`config.mk`:
```
export PLATFORM = sky130hd
export DESIGN_NAME = alu_control
export DESIGN_NICKNAME = d
export VERILOG_FILES = /design/src/rtl/alu_pkg.sv /design/src/rtl/alu_ctrl_decode.sv /design/src/rtl/alu_control.sv
export SDC_FILE = /design/constraint.sdc
export NUM_CORES = 1
export LEC_CHECK = 0
export ABC_AREA = 1
export CAP_MARGIN = 5
export CORE_AREA = 2 2 39 41
export DETAILED_ROUTE_END_ITERATION = 7
export DIE_AREA = 0 0 41 43
export GPL_ROUTABILITY_DRIVEN = 0
export HOLD_SLACK_MARGIN = 0.08
export REMOVE_ABC_BUFFERS = 1
export SYNTH_ARGS = -nofsm -noshare
export SYNTH_HDL_FRONTEND = slang
export SYNTH_HIERARCHICAL = 1
export SYNTH_SLANG_ARGS = --single-unit
```
`constraint.sdc`:
```
create_clock -name clk -period 1.15 [get_ports clk]
set_input_delay 0.345 -clock clk [delete_from_list [all_inputs] [get_ports clk]]
set_output_delay 0.345 -clock clk [all_outputs]
set_load 0.05 [all_outputs]
```
`src/rtl/alu_pkg.sv`:
```
`default_nettype none
// ============================================================================
//  Module      : alu_pkg
//  Description : Shared ALU control definitions. Holds the ALU operation
//                codes, the operation-class codes from the main decoder,
//                the funct3 selectors and a funct7 classification helper.
//  Revision    : 1.0 - initial release
// ============================================================================
package alu_pkg;

    // Operation class driven by the main decoder
    localparam logic [1:0] ALUOP_ADD    = 2'b00;
    localparam logic [1:0] ALUOP_BRANCH = 2'b01;
    localparam logic [1:0] ALUOP_OP     = 2'b10;
    localparam logic [1:0] ALUOP_OPIMM  = 2'b11;

    // ALU operation codes; 1010-1111 are reserved and never produced
    typedef enum logic [3:0] {
        ALU_ADD  = 4'b0000,
        ALU_SUB  = 4'b0001,
        ALU_AND  = 4'b0010,
        ALU_OR   = 4'b0011,
        ALU_XOR  = 4'b0100,
        ALU_SLT  = 4'b0101,
        ALU_SLTU = 4'b0110,
        ALU_SLL  = 4'b0111,
        ALU_SRL  = 4'b1000,
        ALU_SRA  = 4'b1001
    } alu_ctrl_e;

    // funct3 selectors shared by OP and OP-IMM
    localparam logic [2:0] F3_ADD  = 3'b000;
    localparam logic [2:0] F3_SLL  = 3'b001;
    localparam logic [2:0] F3_SLT  = 3'b010;
    localparam logic [2:0] F3_SLTU = 3'b011;
    localparam logic [2:0] F3_XOR  = 3'b100;
    localparam logic [2:0] F3_SR   = 3'b101;
    localparam logic [2:0] F3_OR   = 3'b110;
    localparam logic [2:0] F3_AND  = 3'b111;

    // The only two funct7 encodings the base integer ISA defines
    localparam logic [6:0] F7_BASE = 7'b0000000;
    localparam logic [6:0] F7_ALT  = 7'b0100000;

    // True only for a defined funct7 encoding. Written as a case so an
    // unknown funct7 falls to the default and yields a clean 0.
    function automatic logic funct7_is_std(input logic [6:0] f7);
        logic r;
        r = 1'b0;
        case (f7)
            F7_BASE, F7_ALT: r = 1'b1;
            default:         r = 1'b0;
        endcase
        return r;
    endfunction

    // True only when funct7 is exactly the base encoding
    function automatic logic funct7_is_base(input logic [6:0] f7);
        logic r;
        r = 1'b0;
        case (f7)
            F7_BASE: r = 1'b1;
            default: r = 1'b0;
        endcase
        return r;
    endfunction

endpackage : alu_pkg
`default_nettype wire

```
`src/rtl/alu_ctrl_decode.sv`:
```
`default_nettype none
// ============================================================================
//  Module      : alu_ctrl_decode
//  Description : Purely combinational ALU control decode. Maps the
//                operation class, funct3 and funct7 to an ALU operation
//                code and flags unsupported funct7 encodings. Every
//                decision is a case with an ADD / legal default so that
//                unknown inputs never leak X onto the outputs.
//  Revision    : 1.0 - initial release
// ============================================================================
module alu_ctrl_decode
    import alu_pkg::*;
#(
    parameter int CTRL_W = 4    // only 4 is supported
) (
    input  logic [1:0]        alu_op,
    input  logic [2:0]        funct3,
    input  logic [6:0]        funct7,
    output logic [CTRL_W-1:0] alu_ctrl,
    output logic              illegal
);

    alu_ctrl_e ctrl_d;
    logic      illegal_d;
    logic      f7_std;
    logic      f7_base;

    assign f7_std  = funct7_is_std(funct7);
    assign f7_base = funct7_is_base(funct7);

    // Operation code selection from class, funct3 and funct7[5]
    always_comb begin
        ctrl_d = ALU_ADD;
        case (alu_op)
            ALUOP_ADD:    ctrl_d = ALU_ADD;
            ALUOP_BRANCH: ctrl_d = ALU_SUB;
            ALUOP_OP, ALUOP_OPIMM: begin
                case (funct3)
                    F3_ADD: begin
                        // Immediate form has no subtract; funct7 holds imm bits
                        if (alu_op == ALUOP_OP) begin
                            case (funct7[5])
                                1'b1:    ctrl_d = ALU_SUB;
                                default: ctrl_d = ALU_ADD;
                            endcase
                        end else begin
                            ctrl_d = ALU_ADD;
                        end
                    end
                    F3_SLL:  ctrl_d = ALU_SLL;
                    F3_SLT:  ctrl_d = ALU_SLT;
                    F3_SLTU: ctrl_d = ALU_SLTU;
                    F3_XOR:  ctrl_d = ALU_XOR;
                    F3_SR: begin
                        case (funct7[5])
                            1'b1:    ctrl_d = ALU_SRA;
                            default: ctrl_d = ALU_SRL;
                        endcase
                    end
                    F3_OR:   ctrl_d = ALU_OR;
                    F3_AND:  ctrl_d = ALU_AND;
                    default: ctrl_d = ALU_ADD;
                endcase
            end
            default: ctrl_d = ALU_ADD;
        endcase
    end

    // Unsupported funct7 detection for register and immediate forms
    always_comb begin
        illegal_d = 1'b0;
        case (alu_op)
            ALUOP_OP: begin
                if (!f7_std) begin
                    illegal_d = 1'b1;
                end else if (!f7_base) begin
                    // Alternate encoding only exists for SUB and SRA
                    case (funct3)
                        F3_ADD, F3_SR: illegal_d = 1'b0;
                        default:       illegal_d = 1'b1;
                    endcase
                end
            end
            ALUOP_OPIMM: begin
                // Only the shift immediates carry a funct7 field
                case (funct3)
                    F3_SLL:  illegal_d = !f7_base;
                    F3_SR:   illegal_d = !f7_std;
                    default: illegal_d = 1'b0;
                endcase
            end
            default: illegal_d = 1'b0;
        endcase
    end

    assign alu_ctrl = CTRL_W'(ctrl_d);
    assign illegal  = illegal_d;

endmodule : alu_ctrl_decode
`default_nettype wire

```
`src/rtl/alu_control.sv`:
```
`default_nettype none
// ============================================================================
//  Module      : alu_control
//  Description : ALU control unit. Wraps the combinational decode and adds
//                one-cycle registered copies of the operation code and the
//                illegal flag. Reset only clears the registered copies.
//  Revision    : 1.0 - initial release
// ============================================================================
module alu_control
    import alu_pkg::*;
#(
    parameter int CTRL_W = 4    // only 4 is supported
) (
    input  logic              clk,
    input  logic              rst,
    input  logic [1:0]        alu_op,
    input  logic [2:0]        funct3,
    input  logic [6:0]        funct7,
    output logic [CTRL_W-1:0] alu_ctrl,
    output logic              illegal,
    output logic [CTRL_W-1:0] alu_ctrl_q,
    output logic              illegal_q
);

    logic [CTRL_W-1:0] alu_ctrl_d;
    logic              illegal_d;

    alu_ctrl_decode #(
        .CTRL_W (CTRL_W)
    ) u_decode (
        .alu_op   (alu_op),
        .funct3   (funct3),
        .funct7   (funct7),
        .alu_ctrl (alu_ctrl_d),
        .illegal  (illegal_d)
    );

    assign alu_ctrl = alu_ctrl_d;
    assign illegal  = illegal_d;

    // Registered copies; reset wins over the incoming decode
    always_ff @(posedge clk) begin
        if (rst) begin
            alu_ctrl_q <= CTRL_W'(ALU_ADD);
            illegal_q  <= 1'b0;
        end else begin
            alu_ctrl_q <= alu_ctrl_d;
            illegal_q  <= illegal_d;
        end
    end

endmodule : alu_control
`default_nettype wire

```
==> results of run 1 <==
-- cell usage after synthesis, drive strengths merged --
master,count
nor2,21
inv,13
nand2,13
dfxtp,5
a21oi,3
nand3,2
o2111ai,1
o21ai,1
-- critical path: stages --
cell and delay (ns):
buf_2 0.14, nor2_1 0.16, inv_1 0.06, a21oi_1 0.13, buf_4 0.14, buf_12 0.12
-- area by class of cell --
type	count	area, um^2
well taps	16	20.0
flip-flops and latches	5	100
fillers	137	616
repair buffers	27	347
multi-input cells	41	224
inverters	13	51.3
clock buffers	4	26.3
-- flip-flops by register name (all words and copies together) (netlist names) --
name / flops
alu_ctrl_q: 4
illegal_q: 1
-- cells by family (layout without fill, tap and decap cells) --
family / count (synthesis) / count (layout) / synth area share [%]
AO/OA/AOI/OAI: 5 / 5 / 8.71
buffers and inverters: 13 / 44 / 14.8
AND/OR/NAND/NOR: 36 / 36 / 46.2
flip-flops: 5 / 5 / 30.3
-- power by group --
part / internal, W / leakage [nW] / switching (W)
logic: 0.000142 / 0.299 / 0.000151
clock network: 0.000131 / 0.0150 / 0.0000638
registers: 0.000183 / 0.0411 / 0.00000649
-- how the worst max path moves through the flow --
stage                  endpoint  slack (ns)
floorplan           alu_ctrl[2]       -0.56
global placement    alu_ctrl[0]       -0.80
detailed placement  alu_ctrl[0]       -0.82
CTS                 alu_ctrl[0]       -0.31
global route            illegal       -0.37
finish              alu_ctrl[2]       -0.29
-- timing repair --
item | CTS | global route
gates resized for setup | 64 | 6
pin swaps | 15 | 7
setup endpoints to repair | 10 | 5
-- cells in the final DEF (no fill, tap or decap) --
cell / instances
nand2_1: 12
inv_1: 9
o2111ai_1: 1
buf_4: 2
clkdlybuf4s50_1: 1
nor2_1: 12
inv_2: 3
a21oi_1: 1
nand3_1: 1
buf_2: 7
buf_12: 10
nor2_4: 4
nand2_2: 1
nor2_2: 5
buf_6: 5
buf_8: 2
o21ai_1: 1
dfxtp_1: 5
clkbuf_4: 3
inv_4: 1
nand3_2: 1
a21oi_2: 2
clkbuf_1: 1
-- layer usage --
layer	vias to the layer above	track usage, %	share of wire (%)
met2	18	17.5	51
met4	0	4.00	0
met1	197	14.6	41
met3	0	3.66	7.9
li1	240	-	-
met5	-	0	0
-- stage by stage --
stage / setup slack [ns] / hold WS (ns) / instance area (um^2) / setup TNS [ns] / util, %
after floorplan: -0.556 / 0.417 / 330 / -3.14 / -
after global placement: -0.802 / 0.792 / 711 / -5.91 / 51.4
after detailed placement: -0.820 / 0.794 / 711 / -6.12 / 51.4
after CTS: -0.313 / 0.490 / 753 / -1.33 / 54.4
after global routing: -0.367 / 0.524 / 768 / -1.62 / 55.5
final: -0.291 / 0.503 / 768 / -1.30 / 55.5
==> results.cfg, run 1 <==
[status]
status = finished with violations
violations = setup timing

[clock_tree]
clock_tree.buffer_depth = 2
holdBufCountCts = 0
postCtsSetupBuffers = 0
cts_tree = done
clk_pin_slew_ns = 0.04
clkSinkCount = 5
cts_made_buffers = 3
cts-root-buf = clkbuf_4
h-tree-depth = 1

[drt]
wl_per_cell_um = 8.24
vias_per_cell = 4.29
vias = 455
drt.antenna.violating_nets = 0
drtPass1Iterations = 4
routed_wl_um = 873
drc = 0
drt-initial-drc-count = 5

[global_route]
antenna_found_initial = 0
grt_start_max_net_pins = 7
grt_usage_pct = 11.5
overflow = 0
grt_pass1_vias = 359
grt_pass1_wl_mm = 1.44

[worst_hold_path]
holdCritPathClass = in -> reg
min_path_cells = 5
hold_path_startpoint = alu_op[1]
min_to = alu_ctrl_q[3]

[sta]
period_minus_slack_ns = 1.44
relSlewSlack_pct = 88.0
fin_crit_sh_pct = 125
final-max-slew-violation-count = 0
hold_viol = 0
finalSetupViolCount = 5
tightest_slew_ns = 0.179
fmax_mhz = 694
finalWorstSetupSlack_ns = -0.291
grt_setup_unrepaired = yes

[worst_setup_path]
crit_required_ns = 0.81
path_max_fanout = 6
worstSetupEndpointType = primary output
crit_type = in -> out
cp.arrival_ns = 1.10
startpoint_type = primary input
crit_start = funct3[2]

[floorplan]
num_rows = 14
core_area_mm2 = 0.00138
dieArea_mm2 = 0.00176
die_w_um = 41
start_util_pct = 23.9
fp.dieH_um = 43
ios = 24

[synth]
yosysTopAreaCell = dfxtp_1
yosysWarnings = 6
syn_area_per_cell_um2 = 5.60
synth.area.top_cells = dfxtp_1 30%, nor2_1 22%, nand2_1 15%
synth_cell_types = 12
syn_inst = 59
yosys.area.top_type_share_pct = 30.3
ys_ff_latch = 5
syn_area_um2 = 330
ys_seq_area_share_pct = 30.3

[power]
leakagePower_nw = 0.355
vdd_drop_max_v = 0.000318
finalPower_w = 0.000677
power_density_mw_per_mm2 = 882

[layout]
area_delta_synth_final_pct = 133
final_nets = 105
drive_gt1_share_pct = 51.1
instances_no_fill = 106
antenna_cells = 0

[placed_design]
dp.final_hpwl_um = 715
placed_cells = 102
port_buffers = 23

[job]
maxCapViolCount = 0
(Power assumes the default switching activity.)
==> inputs of run 2 (changes only) <==
Settings changed: GPL_TIMING_DRIVEN set to 0.
==> results.cfg, run 2 (synthesis gave the netlist of run 1 again) <==
[status]
status = finished with violations
violations = setup timing

[clock_tree]
clock_tree.buffer_depth = 2
clk_pin_slew_ns = 0.04
h-tree-depth = 1
cts_made_buffers = 3
clkSinkCount = 5
cts-root-buf = clkbuf_4
cts_tree = done

[layout]
layout_commonest_cell = nor2_1
fin_area_um2 = 656
drive_gt1_share_pct = 51.7
antenna_cells = 0
multiInputGateArea_um2 = 229
final_nets = 102
layout_common_cells = 12 x nor2_1, 10 x nand2_1, 9 x inv_1
instances_no_fill = 103
largest_reg_flops = 4
area_delta_synth_final_pct = 98.5
reg.largest.list = alu_ctrl_q: 4 flops, illegal_q: 1 flops
n_fill_cell = 151
largest_register = alu_ctrl_q
seq_area_um2 = 100

[job]
maxCapViolCount = 0

[worst_setup_path]
startpoint_type = primary input
worstSetupEndpointType = primary output
crit_type = in -> out
cp.arrival_ns = 1.09
crit_required_ns = 0.81
path_max_fanout = 4
slowest_stage = buf_8
worstPathCellList = buf_12 > nor2_4 > nor2_1 > nor2_1 > nand2_1 > nand2_1 > nand2_2 > buf_8
max_stage_delay_ns = 0.15

[floorplan]
core_area_mm2 = 0.00138
ios = 24
start_util_pct = 23.9
num_rows = 14
die_w_um = 41
dieArea_mm2 = 0.00176
fp.dieH_um = 43

[worst_hold_path]
holdCritPathClass = in -> reg

[power]
power_density_mw_per_mm2 = 958
vdd_drop_max_v = 0.000235
leakagePower_nw = 0.321

[global_route]
grt_pass1_wl_mm = 1.34
grt_pass1_vias = 373
overflow = 0
grt_usage_pct = 11.0
antenna_found_initial = 0
grt_start_max_net_pins = 7

[sta]
fmax_mhz = 698
finalSetupViolCount = 5
fin_crit_sh_pct = 125
relSlewSlack_pct = 87.8
grt_setup_unrepaired = yes
tightest_slew_ns = 0.182
final-max-slew-violation-count = 0
fin_tns_setup_ns = -1.27
finalWorstSetupSlack_ns = -0.282
period_minus_slack_ns = 1.43
hold_viol = 0

[drt]
drt-initial-drc-count = 10
drc = 0
wl_per_cell_um = 8.15
drtPass1Iterations = 4
vias_per_cell = 4.27
vias = 440
drt.antenna.violating_nets = 0
routed_wl_um = 839

[placed_design]
dpl_cell_area_um2 = 581
port_buffers = 23
dp.final_hpwl_um = 658
placed_cells = 98
-- run 2: cell count changes in the layout (fill, tap and decap cells not counted), sizes merged --
cell / previous run / this run
buf: 26 / 21
clkbuf: 4 / 6
-- run 2: where the power goes --
group	leakage, nW	switching [W]	internal (W)
clock network	0.0150	0.0000660	0.000131
registers	0.0411	0.00000178	0.000183
logic	0.265	0.000147	0.0000997
-- run 2: worst paths after layout --
| check | depth (start not counted) | endpoint | slack (ns) | start |
|---|---|---|---|---|
| max | 8 | illegal | -0.28 | funct3[0] |
| min | 5 | alu_ctrl_q[3] | 0.47 | funct3[2] |
-- run 2: critical path, delay by kind of cell --
kind	cells	cell delay, ns
buffers and inverters	2	0.26
AND/OR/NAND/NOR	6	0.48
-- run 2: layer usage --
layer | up-vias | track usage, % | wire length, um
met2 | 21 | 17.8 | 450
met5 | - | 0 | 0
met3 | 0 | 2.09 | 84
li1 | 231 | - | -
met1 | 188 | 11.7 | 303
met4 | 0 | 8.00 | 0
-- run 2: final cells by class --
| cell class | count | share of cell area, % |
|---|---|---|
| Clock buffer | 4 | 4.01 |
| Sequential cell | 5 | 15.3 |
| Tap cell | 16 | 3.05 |
| Timing Repair Buffer | 24 | 34.5 |
| Multi-Input combinational cell | 41 | 34.9 |
| Inverter | 13 | 8.21 |
-- run 2: timing repair --
item / 4_1_cts / 5_1_grt
pin swaps: 15 / 15
buffers inserted: 1 / 0
gates resized for setup: 122 / 22
hold buffers: 0 / 0
endpoints found under the setup margin: 15 / 10
-- run 2: through the flow --
stage,util [%],setup slack [ns],hold slack (ns),total power [W]
6_report,47.4,-0.282,0.474,0.000628
5_1_grt,47.4,-0.318,0.489,0.000683
4_1_cts,42.9,-0.320,0.482,0.000615
3_5_place_dp,42.0,-1.40,1.01,0.000408
3_3_place_gp,42.0,-1.39,0.999,0.000407
2_1_floorplan,-,-0.556,0.417,0.000307
